**config.mk**
```make
export PLATFORM = sky130hd
export DESIGN_NAME = keypad_scanner
export DESIGN_NICKNAME = d
export VERILOG_FILES = /design/src/rtl/elevator_pkg.sv /design/src/rtl/keypad_sync.sv /design/src/rtl/keypad_scanner.sv
export SDC_FILE = /design/constraint.sdc
export NUM_CORES = 1
export LEC_CHECK = 0
export ABC_AREA = 1
export BUFFER_PORTS_ARGS = -buffer_cell sky130_fd_sc_hd__buf_2
export CAP_MARGIN = 5
export CELL_PAD_IN_SITES_DETAIL_PLACEMENT = 1
export CELL_PAD_IN_SITES_GLOBAL_PLACEMENT = 1
export CORE_MARGIN = 4
export CORE_UTILIZATION = 25
export CTS_BUF_LIST = sky130_fd_sc_hd__clkbuf_4 sky130_fd_sc_hd__clkbuf_8 sky130_fd_sc_hd__clkbuf_16
export DETAILED_ROUTE_END_ITERATION = 10
export PLACE_DENSITY_LB_ADDON = 0.1
export SLEW_MARGIN = 20
export SYNTH_ARGS = -nofsm -noshare
export SYNTH_HDL_FRONTEND = slang
export SYNTH_SLANG_ARGS = --single-unit
```
**constraint.sdc**
```tcl
create_clock -name clk -period 2.2 [get_ports clk]
set_clock_uncertainty 0.05 [all_clocks]
set_input_delay 0.22 -clock clk [delete_from_list [all_inputs] [get_ports clk]]
set_output_delay 0.22 -clock clk [all_outputs]
set_load 0.005 [all_outputs]
```
**src/rtl/elevator_pkg.sv**
```systemverilog
// elevator_pkg
//   Shared definitions for the car-panel button interface: the key codes that
//   keypad_scanner transmits and centralFSM decodes, the scanner state type,
//   the matrix keymap and two small helpers for active-low row/column patterns.
package elevator_pkg;

    localparam logic [3:0] KEY_STOP   = 4'hA;
    localparam logic [3:0] KEY_RESUME = 4'hB;
    localparam logic [3:0] KEY_UP     = 4'hC;
    localparam logic [3:0] KEY_DOWN   = 4'hD;
    localparam logic [3:0] KEY_ESCAPE = 4'hE;
    localparam logic [3:0] KEY_ENTER  = 4'hF;

    typedef enum logic [2:0] {
        KP_SCAN,
        KP_DEBOUNCE,
        KP_EMIT,
        KP_HOLD,
        KP_RELEASE
    } kp_state_t;

    // Panel layout, rows top to bottom, columns left to right:
    //   1 2 3 A / 4 5 6 B / 7 8 9 C / E 0 F D
    function automatic logic [3:0] keymap(input logic [1:0] row_idx, input logic [1:0] col_idx);
        logic [3:0] code;
        code = 4'h0;
        case ({row_idx, col_idx})
            4'h0: code = 4'h1;
            4'h1: code = 4'h2;
            4'h2: code = 4'h3;
            4'h3: code = KEY_STOP;
            4'h4: code = 4'h4;
            4'h5: code = 4'h5;
            4'h6: code = 4'h6;
            4'h7: code = KEY_RESUME;
            4'h8: code = 4'h7;
            4'h9: code = 4'h8;
            4'hA: code = 4'h9;
            4'hB: code = KEY_UP;
            4'hC: code = KEY_ESCAPE;
            4'hD: code = 4'h0;
            4'hE: code = KEY_ENTER;
            default: code = KEY_DOWN;
        endcase
        return code;
    endfunction

    // True when exactly one bit of an active-low pattern is low.
    function automatic logic single_low(input logic [3:0] bits_n);
        logic [3:0] act;
        act = ~bits_n;
        return (act != 4'h0) && ((act & (act - 4'd1)) == 4'h0);
    endfunction

    // Position of the low bit in an active-low one-hot pattern.
    function automatic logic [1:0] low_index(input logic [3:0] bits_n);
        logic [1:0] idx;
        idx = 2'd0;
        for (int i = 0; i < 4; i++) begin
            if (!bits_n[i]) idx = 2'(i);
        end
        return idx;
    endfunction

endpackage

```
**src/rtl/keypad_sync.sv**
```systemverilog
// keypad_sync
//   Two-flop synchroniser for the asynchronous, active-low matrix rows.
//   Resets to 4'hF so that no key appears pressed coming out of reset.
// Ports:
//   clk         system clock
//   rst         synchronous reset, active-high
//   async_bits  raw row levels from the pins
//   sync_bits   row levels in the clk domain, two cycles late
module keypad_sync (
    input  logic       clk,
    input  logic       rst,
    input  logic [3:0] async_bits,
    output logic [3:0] sync_bits
);

    logic [3:0] meta;

    always_ff @(posedge clk) begin
        if (rst) begin
            meta      <= 4'hF;
            sync_bits <= 4'hF;
        end else begin
            meta      <= async_bits;
            sync_bits <= meta;
        end
    end

endmodule

```
**src/rtl/keypad_scanner.sv**
```systemverilog
// keypad_scanner
//   Scans the 4x4 car-panel key matrix, debounces presses and releases, and
//   emits one (buttonBus, pressed) event per key press toward centralFSM.
//   buttonBus is non-zero only while pressed is high.
// Ports:
//   clk        system clock
//   rst        synchronous reset, active-high
//   row_n      matrix rows, active-low, asynchronous
//   col_drv_n  column drive, one-hot active-low (exactly one bit low)
//   buttonBus  key code of the accepted press, 0 when idle
//   pressed    PRESS_CYCLES-wide pulse per accepted press
// Build option:
//   KEYPAD_AUTOREPEAT_EN  when defined, a held UP or DOWN key re-emits after
//                         REPEAT_DELAY cycles and then every REPEAT_PERIOD
//                         cycles until released.
//
// state       | meaning
// ------------+---------------------------------------------------------------
// KP_SCAN     | rotate columns, look for a single low row at end of each slot
// KP_DEBOUNCE | column frozen, count cycles the captured row pattern stays put
// KP_EMIT     | drive pressed/buttonBus for PRESS_CYCLES cycles
// KP_HOLD     | key accepted, wait for all rows high
// KP_RELEASE  | count cycles with all rows high before scanning again
module keypad_scanner #(
    parameter int SCAN_DIV      = 16,
    parameter int DEBOUNCE_CNT  = 1000,
    parameter int PRESS_CYCLES  = 2,
    parameter int REPEAT_DELAY  = 50000,
    parameter int REPEAT_PERIOD = 10000
) (
    input  logic       clk,
    input  logic       rst,
    input  logic [3:0] row_n,
    output logic [3:0] col_drv_n,
    output logic [3:0] buttonBus,
    output logic       pressed
);

    import elevator_pkg::*;

    localparam int DIV_W = $clog2(SCAN_DIV + 1);
    localparam int DEB_W = $clog2(DEBOUNCE_CNT + 1);
    localparam int PLS_W = $clog2(PRESS_CYCLES + 1);

    localparam logic [DIV_W-1:0] DIV_LAST = DIV_W'(SCAN_DIV - 1);
    localparam logic [DEB_W-1:0] DEB_LAST = DEB_W'(DEBOUNCE_CNT - 1);
    localparam logic [PLS_W-1:0] PLS_DONE = PLS_W'(PRESS_CYCLES);

`ifdef KEYPAD_AUTOREPEAT_EN
    localparam int REP_MAX = (REPEAT_DELAY > REPEAT_PERIOD) ? REPEAT_DELAY : REPEAT_PERIOD;
    localparam int REP_W   = $clog2(REP_MAX + 1);
    localparam logic [REP_W-1:0] REP_FIRST = REP_W'(REPEAT_DELAY - 1);
    localparam logic [REP_W-1:0] REP_NEXT  = REP_W'(REPEAT_PERIOD - 1);

    logic [REP_W-1:0] rep_cnt;
    logic             repeating;
`endif

    kp_state_t        state;
    logic [3:0]       rs;
    logic [3:0]       cap_rows;
    logic [3:0]       key_code;
    logic [DIV_W-1:0] div_cnt;
    logic [DEB_W-1:0] deb_cnt;
    logic [PLS_W-1:0] pls_cnt;
    logic [3:0]       col_next;

    keypad_sync u_sync (
        .clk        (clk),
        .rst        (rst),
        .async_bits (row_n),
        .sync_bits  (rs)
    );

    // The low bit walks upward: 1110 -> 1101 -> 1011 -> 0111 -> 1110.
    assign col_next = {col_drv_n[2:0], col_drv_n[3]};

    always_ff @(posedge clk) begin
        if (rst) begin
            state     <= KP_SCAN;
            col_drv_n <= 4'b1110;
            buttonBus <= 4'h0;
            pressed   <= 1'b0;
            cap_rows  <= 4'hF;
            key_code  <= 4'h0;
            div_cnt   <= '0;
            deb_cnt   <= '0;
            pls_cnt   <= '0;
`ifdef KEYPAD_AUTOREPEAT_EN
            rep_cnt   <= '0;
            repeating <= 1'b0;
`endif
        end else begin
            case (state)
                KP_SCAN: begin
                    // rs lags the column drive by two cycles, so the pattern is
                    // only trusted in the last cycle of each column slot.
                    if (div_cnt == DIV_LAST) begin
                        div_cnt <= '0;
                        if (single_low(rs)) begin
                            cap_rows <= rs;
                            key_code <= keymap(low_index(rs), low_index(col_drv_n));
                            deb_cnt  <= '0;
                            state    <= KP_DEBOUNCE;
                        end else begin
                            col_drv_n <= col_next;
                        end
                    end else begin
                        div_cnt <= div_cnt + 1'b1;
                    end
                end

                KP_DEBOUNCE: begin
                    if (rs != cap_rows) begin
                        deb_cnt <= '0;
                        div_cnt <= '0;
                        state   <= KP_SCAN;
                    end else if (deb_cnt == DEB_LAST) begin
                        deb_cnt <= '0;
                        pls_cnt <= '0;
                        state   <= KP_EMIT;
                    end else begin
                        deb_cnt <= deb_cnt + 1'b1;
                    end
                end

                KP_EMIT: begin
                    if (pls_cnt == PLS_DONE) begin
                        pressed   <= 1'b0;
                        buttonBus <= 4'h0;
                        pls_cnt   <= '0;
                        state     <= KP_HOLD;
                    end else begin
                        pressed   <= 1'b1;
                        buttonBus <= key_code;
                        pls_cnt   <= pls_cnt + 1'b1;
                    end
                end

                KP_HOLD: begin
                    if (rs == 4'hF) begin
                        deb_cnt <= '0;
                        state   <= KP_RELEASE;
                    end
`ifdef KEYPAD_AUTOREPEAT_EN
                    else if (key_code == KEY_UP || key_code == KEY_DOWN) begin
                        if (rep_cnt == (repeating ? REP_NEXT : REP_FIRST)) begin
                            rep_cnt   <= '0;
                            repeating <= 1'b1;
                            pls_cnt   <= '0;
                            state     <= KP_EMIT;
                        end else begin
                            rep_cnt <= rep_cnt + 1'b1;
                        end
                    end
`endif
                end

                KP_RELEASE: begin
                    // A low row here is release bounce: go back to waiting,
                    // never back to emitting.
                    if (rs != 4'hF) begin
                        deb_cnt <= '0;
                        state   <= KP_HOLD;
                    end else if (deb_cnt == DEB_LAST) begin
                        deb_cnt   <= '0;
                        div_cnt   <= '0;
                        col_drv_n <= col_next;
                        state     <= KP_SCAN;
`ifdef KEYPAD_AUTOREPEAT_EN
                        rep_cnt   <= '0;
                        repeating <= 1'b0;
`endif
                    end else begin
                        deb_cnt <= deb_cnt + 1'b1;
                    end
                end

                default: begin
                    state     <= KP_SCAN;
                    col_drv_n <= 4'b1110;
                    buttonBus <= 4'h0;
                    pressed   <= 1'b0;
                    div_cnt   <= '0;
                    deb_cnt   <= '0;
                    pls_cnt   <= '0;
                end
            endcase
        end
    end

endmodule

```
==> flow_metrics.py, run 1 <==
metrics = {
    "clock_tree": {
        "cts.sinks": 45,
        "cts.clk_slew.worst_paths_ns": 0.09,
        "hold_buffers": 0,
        "cts_buffers": 5,
        "cts_buffer_depth": 2,
        "cts_tree": "built",
        "ctsResizeCount": 0,
        "htree_levels": 2,
        "clockRootBuffer": "clkbuf_8",
        "clock_latency_ns": 0.30,
        "post_cts_buffers": 0,
    },
    "routing": {
        "dr_total_vias": 2199,
        "routedWlPerCell_um": 13.1,
        "routed-wl-met3_um": 125,
        "via_per_inst": 4.38,
        "postRouteAntennaNets": 0,
        "highest_layer": "met4",
        "remaining_drc_errors": 0,
        "wl_um": 6570,
        "wl_met2_um": 2810,
        "wl_met1_um": 3570,
        "drt_iter0_drc": 87,
        "drtPass1Iterations": 4,
    },
    "global_routing": {
        "global_route.usage.total_pct": 12.2,
        "grt_pass1_vias": 2200,
        "grt_max_degree": 28,
        "grt_pass1_wl_um": 11000,
        "antenna_found_initial": 0,
        "grt.overflow.total": 0,
    },
    "power_and_ir_drop": {
        "p_total_mw": 3.21,
        "clkPwrFrac_pct": 19.4,
        "p_int_mw": 1.77,
        "p_sw_mw": 1.44,
        "ir_worst_vdd_mv": 0.518,
        "p_leak_nw": 1.26,
        "combPwrFrac_pct": 47.3,
        "p_sw_share_pct": 44.8,
        "pwr-share-seq_pct": 33.4,
        "power.density_nw_per_um2": 1170,
    },
    "die": {
        "die-area_sq_um": 11300,
        "die_y_um": 106,
        "start_util_pct": 25.8,
        "core-area_sq_um": 9330,
        "ios": 15,
        "rows": 35,
        "die_w_um": 106,
    },
    "layout": {
        "diodes": 0,
        "syn2layout_area_growth_pct": 13.6,
        "nets": 386,
        "drive_gt1_share_pct": 16.6,
    },
    "critical_path": {
        "start_kind": "flip-flop",
        "crit_fanout": 5,
        "cp.buffers_inverters": 1,
        "worstPathRequired_ns": 2.35,
        "crit_type": "flip-flop to flip-flop",
        "crit_chain": "ha_1 -> nand2_1 -> nor2_1 -> nand2_1 -> o21ai_0 -> nand3_1 -> o21ai_1 -> inv_1",
        "critPathArrivalTime_ns": 1.99,
        "end_kind": "flip-flop",
        "path_common_cell": "nand2_1",
        "critPathMaxStageDelay_ns": 0.39,
        "slowest_stage": "dfxtp_1",
        "critPathTopFamily": "simple AND/OR/NAND/NOR gates",
    },
    "synth": {
        "yosysSeqAreaShare_pct": 37.4,
        "syn_inst": 354,
        "ys_ff_latch": 45,
        "syn_nets": 367,
        "synth_area_sq_um": 2410,
        "synth_cell_types": 30,
        "synth_area_per_cell_sq_um": 6.80,
        "yosysWarnings": 0,
    },
    "run_status": {
        "status": "completed",
    },
    "timing": {
        "fmax_mhz": 544,
        "max_slew_margin_pct": 66.2,
        "drv_slew": 0,
        "tns_ns": 0,
        "rsz0062_at_grt": "false",
        "hold_violations": 0,
        "tightest_slew_ns": 0.501,
        "fin_crit_sh_pct": 83.5,
        "final-setup-viol-count": 0,
        "period_needed_ns": 1.84,
    },
    "min_path": {
        "hold_class": "primary input to flip-flop",
    },
    "run": {
        "maxCapViolCount": 0,
    },
    "placement": {
        "dp_hpwl_um": 5110,
        "finalWeightedCongestion": 0.766,
        "port_buffers": 14,
    },
}
-- layer usage --
| metal | vias up | track usage (%) |
|---|---|---|
| li1 | 1160 | - |
| met1 | 1021 | 17.9 |
| met2 | 14 | 18.5 |
| met3 | 4 | 2.13 |
| met4 | 0 | 3.33 |
| met5 | - | 0 |
-- worst paths after layout --
check | end | start | slack [ns] | cells after the start
max | div_cnt[4] | deb_cnt[0] | 0.36 | 8
min | u_sync.meta[3] | row_n[3] | 0.06 | 2
max reg2reg | div_cnt[4] | deb_cnt[0] | 0.36 | 8
min reg2reg | u_sync.sync_bits[3] | u_sync.meta[3] | 0.37 | 1
-- synthesized netlist by cell type --
master	number	area share, %
a21boi_0	1	0.31
a21oi_1	31	6.4
a31oi_1	1	0.26
and2_1	2	0.52
buf_2	1	0.21
buf_6	2	0.93
clkbuf_1	3	0.47
dfxtp_1	45	37
ha_1	7	3.6
inv_1	40	6.2
inv_2	6	0.93
inv_4	1	0.26
nand2_1	87	14
nand2_2	6	1.6
nand2_4	1	0.47
nand3_1	27	5.6
nand3_2	1	0.42
nand3_4	1	0.73
nand4_1	5	1.3
nor2_1	33	5.1
nor2_2	6	1.6
nor2_4	3	1.4
nor3_1	2	0.42
o211ai_1	1	0.31
o21ai_0	22	4.6
o21ai_1	2	0.42
o21ai_2	1	0.36
o21bai_1	2	0.62
or2_2	11	2.9
xor2_1	3	1.1
-- power groups by stage --
stage	clock, mW	combinational, mW	sequential (mW)
after floorplan	0	1.13	1.05
after global placement	0	1.55	1.09
after detailed placement	0	1.54	1.09
after global routing	0.669	1.76	1.09
final	0.620	1.51	1.07
after CTS	0.645	1.55	1.07
-- placed cells by master (no fill, tap or decap), types with 2 or more instances in the layout --
cell type and n:
and2_1 2, a21oi_1 31, nor2_1 33, o21ai_0 22, nand2_2 6, nor2_2 6
nand4_1 5, nor2_4 3, nor3_1 2, xor2_1 3, nand3_1 27, nand2_1 87
clkbuf_8 5, o21ai_1 2, o21bai_1 2, or2_2 11, buf_4 4, inv_1 40
buf_2 14, dfxtp_1 45, inv_2 6, ha_1 7
-- worst register-to-register path, cell delays in order, from the launching register on --
cell and delay, ns:
dfxtp_1 0.39, ha_1 0.19, nand2_1 0.12, nor2_1 0.13
nand2_1 0.09, o21ai_0 0.28, nand3_1 0.26, o21ai_1 0.19
inv_1 0.05
-- metrics by stage --
step	worst slack (ns)	area (sq um)	hold slack [ns]	util, %	instances
2_1_floorplan	0.613	2410	0.274	-	354
3_3_place_gp	0.270	2630	0.348	28.2	495
3_5_place_dp	0.390	2630	0.351	28.2	495
4_1_cts	0.364	2740	0.0439	29.3	502
5_1_grt	0.181	2740	0.0457	29.3	502
6_report	0.362	2740	0.0550	29.3	502
-- registers in the layout (all words and copies together) (netlist names) --
signal,cells
pressed,1
col_drv_n,4
key_code,4
buttonBus,4
div_cnt,5
cap_rows,4
state,3
u_sync.sync_bits,4
u_sync.meta,4
deb_cnt,10
pls_cnt,2
-- cell type report --
type | count | area [sq um]
clock buffer | 5 | 68.8
fill | 1179 | 6590
inverter | 47 | 179
multi-input combinational | 256 | 1290
sequential | 45 | 901
timing repair buffer | 18 | 100
clock inverter | 2 | 35.0
tap | 129 | 161
-- logic make-up after synthesis --
logic type / share of synthesized area [%]
flops: 37.4
compound gates: 13.3
simple gates: 35.5
xor+xnor: 1.09
fa+ha+maj: 3.64
buf+inv: 9.04
No activity file was read; power rests on OpenSTA's default activity.
==> run 2, diff against run 1 <==
Settings changed: ABC_AREA 1 to 0.
Clock period 2.2 ns to 1.7 ns, I/O delays scaled along.
==> run 2 against run 1 <==
Net effect: the run now ends with negative setup slack left; critical endpoint is now col_drv_n[3]; critical path depth down 1; die area down 4.5%; routed wire length down 7.0%; synthesized cell count down 25%; setup slack worse by 0.51 ns.
==> flow_metrics.py, run 2 <==
metrics = {
    "run_status": {
        "status": "finished, violations left",
        "violations": "negative setup slack",
    },
    "synth": {
        "yosys_most_used_dff": "dfxtp_1",
        "yosysSeqAreaShare_pct": 39.3,
        "synth_top_family_by_area": "simple AND/OR/NAND/NOR gates",
        "synth_most_common_cell": "dfxtp_1",
        "synth_top_area_share_pct": 39.3,
        "synth_area_sq_um": 2290,
        "yosysTopAreaCell": "dfxtp_1",
        "synth_area_per_cell_sq_um": 8.61,
        "ys_ff_latch": 45,
        "syn_inst": 266,
        "synth-xor-area-share_pct": 4.97,
        "synthSimpleGateAreaFrac_pct": 26.7,
        "synth_compound_area_share_pct": 17.3,
        "synth-edff-count": 0,
        "async_flop_share_pct": 0,
        "yosysWarnings": 0,
        "synthMuxAreaShare_pct": 3.93,
        "synth_cell_types": 49,
        "syn_nets": 279,
        "synth_adder_area_share_pct": 3.82,
        "synth_common_cells": "dfxtp_1 (45), nor2_1 (26), a21oi_1 (20), nand2_1 (20), xnor2_1 (12)",
        "synthTopCellsByArea": "dfxtp_1 (39%), xnor2_1 (4.6%), a21oi_1 (4.4%)",
    },
    "placement": {
        "finalWeightedCongestion": 0.736,
        "post-place-ws_ns": -0.255,
        "port_buffers": 14,
        "dp_hpwl_um": 4530,
        "placed_cells_incl_taps": 434,
    },
    "critical_path": {
        "r2r_end": "col_drv_n[3]",
        "r2r_cells": 7,
        "end_kind": "flip-flop",
        "rrSetupSlack_ns": -0.15,
        "crit_type": "flip-flop to flip-flop",
        "worstPathRequired_ns": 1.87,
        "crit_fanout": 7,
        "start_kind": "flip-flop",
        "critPathArrivalTime_ns": 2.02,
        "r2r-start": "deb_cnt[1]",
    },
    "power_and_ir_drop": {
        "pwr-share-seq_pct": 38.6,
        "p_sw_mw": 1.03,
        "combPwrFrac_pct": 34.4,
        "clkPwrFrac_pct": 27.0,
        "ir_worst_vdd_mv": 0.364,
        "p_sw_share_pct": 32.8,
        "p_int_mw": 2.11,
        "power.density_nw_per_um2": 984,
        "p_leak_nw": 1.30,
    },
    "layout": {
        "layout_commonest_cell": "buf_4",
        "diodes": 0,
        "multiInputGateArea_sq_um": 1380,
        "syn2layout_area_growth_pct": 39.2,
        "regArea_sq_um": 910,
        "largestRegisters": "deb_cnt x10, div_cnt x5",
        "largest_reg_flops": 10,
        "nets": 354,
        "fin_cells": 450,
        "layout_common_cells": "buf_4 (59), dfxtp_1 (38), nor2_1 (24)",
        "largest-register": "deb_cnt",
        "drive_gt1_share_pct": 39.5,
        "n_fill_cell": 1061,
    },
    "global_routing": {
        "grt_pass1_wl_um": 11000,
        "grt.overflow.total": 0,
        "grt_pass1_vias": 2273,
        "grt_max_degree": 27,
        "antenna_found_initial": 0,
        "global_route.usage.total_pct": 12.3,
    },
    "clock_tree": {
        "clockRootBuffer": "clkbuf_8",
        "cts.sinks": 45,
        "cts.clk_slew.worst_paths_ns": 0.10,
        "cts_buffer_depth": 2,
        "htree_levels": 2,
        "clock_latency_ns": 0.31,
        "cts_tree": "built",
        "cts_buffers": 5,
    },
    "routing": {
        "drt_iter0_drc": 42,
        "wl_um": 6110,
        "remaining_drc_errors": 0,
        "dr_total_vias": 2099,
        "postRouteAntennaNets": 0,
        "drtPass1Iterations": 4,
        "via_per_inst": 4.66,
        "routedWlPerCell_um": 13.6,
    },
    "min_path": {
        "hold_end": "state[2]",
        "hp-start": "rst",
        "hold_class": "primary input to flip-flop",
        "hold_depth": 2,
    },
    "timing": {
        "fin_crit_sh_pct": 109,
        "tns_ns": -1.97,
        "tightest_slew_ns": 0.341,
        "drv_slew": 0,
        "rsz0062_at_grt": "true",
        "hold_violations": 0,
        "max_slew_margin_pct": 77.1,
        "period_needed_ns": 1.85,
        "setup_slack_ns": -0.152,
        "fmax_mhz": 540,
        "final-setup-viol-count": 26,
    },
    "die": {
        "rows": 34,
        "die_w_um": 104,
        "core-area_sq_um": 8810,
        "ios": 15,
        "die_y_um": 104,
        "die-area_sq_um": 10800,
        "start_util_pct": 26.0,
    },
    "run": {
        "maxCapViolCount": 0,
    },
}
[run 2: cell count changes in the layout (fill, tap and decap cells not counted), moves of 7 or more]
cell / previous run / this run
buf_4: 4 / 59
xnor2_1: 0 / 12
a21oi_1: 31 / 19
dfxtp_1: 45 / 38
dfxtp_2: 0 / 7
inv_1: 40 / 9
nand3_1: 27 / 7
nand2_1: 87 / 20
o21ai_0: 22 / 4
nor2_1: 33 / 24
mux2i_1: 0 / 8
[run 2: layer usage]
layer  up-vias  share of wire (%)  track usage (%)  wire [um]
met2        15                 47             20.7       2860
li1       1078                  -                -          -
met3         5                2.0             2.30        125
met4         0               0.96             3.70         59
met5         -                  0                0          0
met1      1001                 50             15.9       3060
[run 2: how the worst max path moves through the flow]
stage                from           end  slack (ns)  cells past startpoint
3_5_place_dp   deb_cnt[1]    div_cnt[1]       -0.26                      7
3_3_place_gp   deb_cnt[1]    div_cnt[3]       -0.23                      7
6_report       deb_cnt[1]  col_drv_n[3]       -0.15                      7
5_1_grt        deb_cnt[1]  col_drv_n[3]       -0.23                      7
4_1_cts        deb_cnt[1]  col_drv_n[3]       -0.17                      7
2_1_floorplan  deb_cnt[1]  col_drv_n[3]       -0.12                      8
[run 2: critical path: stages, from the launching register on]
cell,delay (ns)
dfxtp_2,0.36
ha_4,0.13
nand4b_1,0.08
or4_4,0.48
o211ai_4,0.21
o21a_4,0.19
mux2i_1,0.19
nand2_1,0.07
[run 2: stage by stage]
step                cell area (sq um)  power (mW)  hold slack (ns)  utilization (%)
CTS                              3140        3.18           0.0756             35.6
global placement                 2940        2.25            0.302             33.3
floorplan                        2330        1.79            0.224                -
detailed placement               2940        2.27            0.307             33.3
global route                     3190        3.37           0.0938             36.2
finish                           3190        3.14           0.0949             36.2
[run 2: cell families after synthesis]
| logic type | after synthesis |
|---|---|
| and+or+nand+nor | 114 |
| AOI/OAI and AO/OA | 56 |
| DFF | 45 |
| buffers and inverters | 22 |
| xor gates and xnor gates | 13 |
| muxes | 9 |
| adders and majority gates | 7 |
[run 2: what timing repair did]
action | in CTS | in global routing
hold buffers | 4 | 0
setup buffers | 1 | 3
endpoints found under the setup margin | 31 | 36
pin swaps | 6 | 3
endpoints found under the hold margin | 4 | 0
gates resized for setup | 11 | 9
[run 2: power groups by stage]
stage / logic [mW] / clock network [mW] / registers (mW)
after floorplan: 0.573 / 0 / 1.22
after global placement: 1.01 / 0 / 1.24
after detailed placement: 1.03 / 0 / 1.24
after CTS: 1.07 / 0.900 / 1.21
after global routing: 1.21 / 0.940 / 1.23
final: 1.08 / 0.847 / 1.21
[run 2: cell type report]
class	count	area share (%)
repair buffers	81	19.3
multi-input cells	199	43.3
clock inverters	3	1.45
well taps	108	4.24
clock buffers	5	2.16
inverters	9	1.06
flip-flops and latches	45	28.5
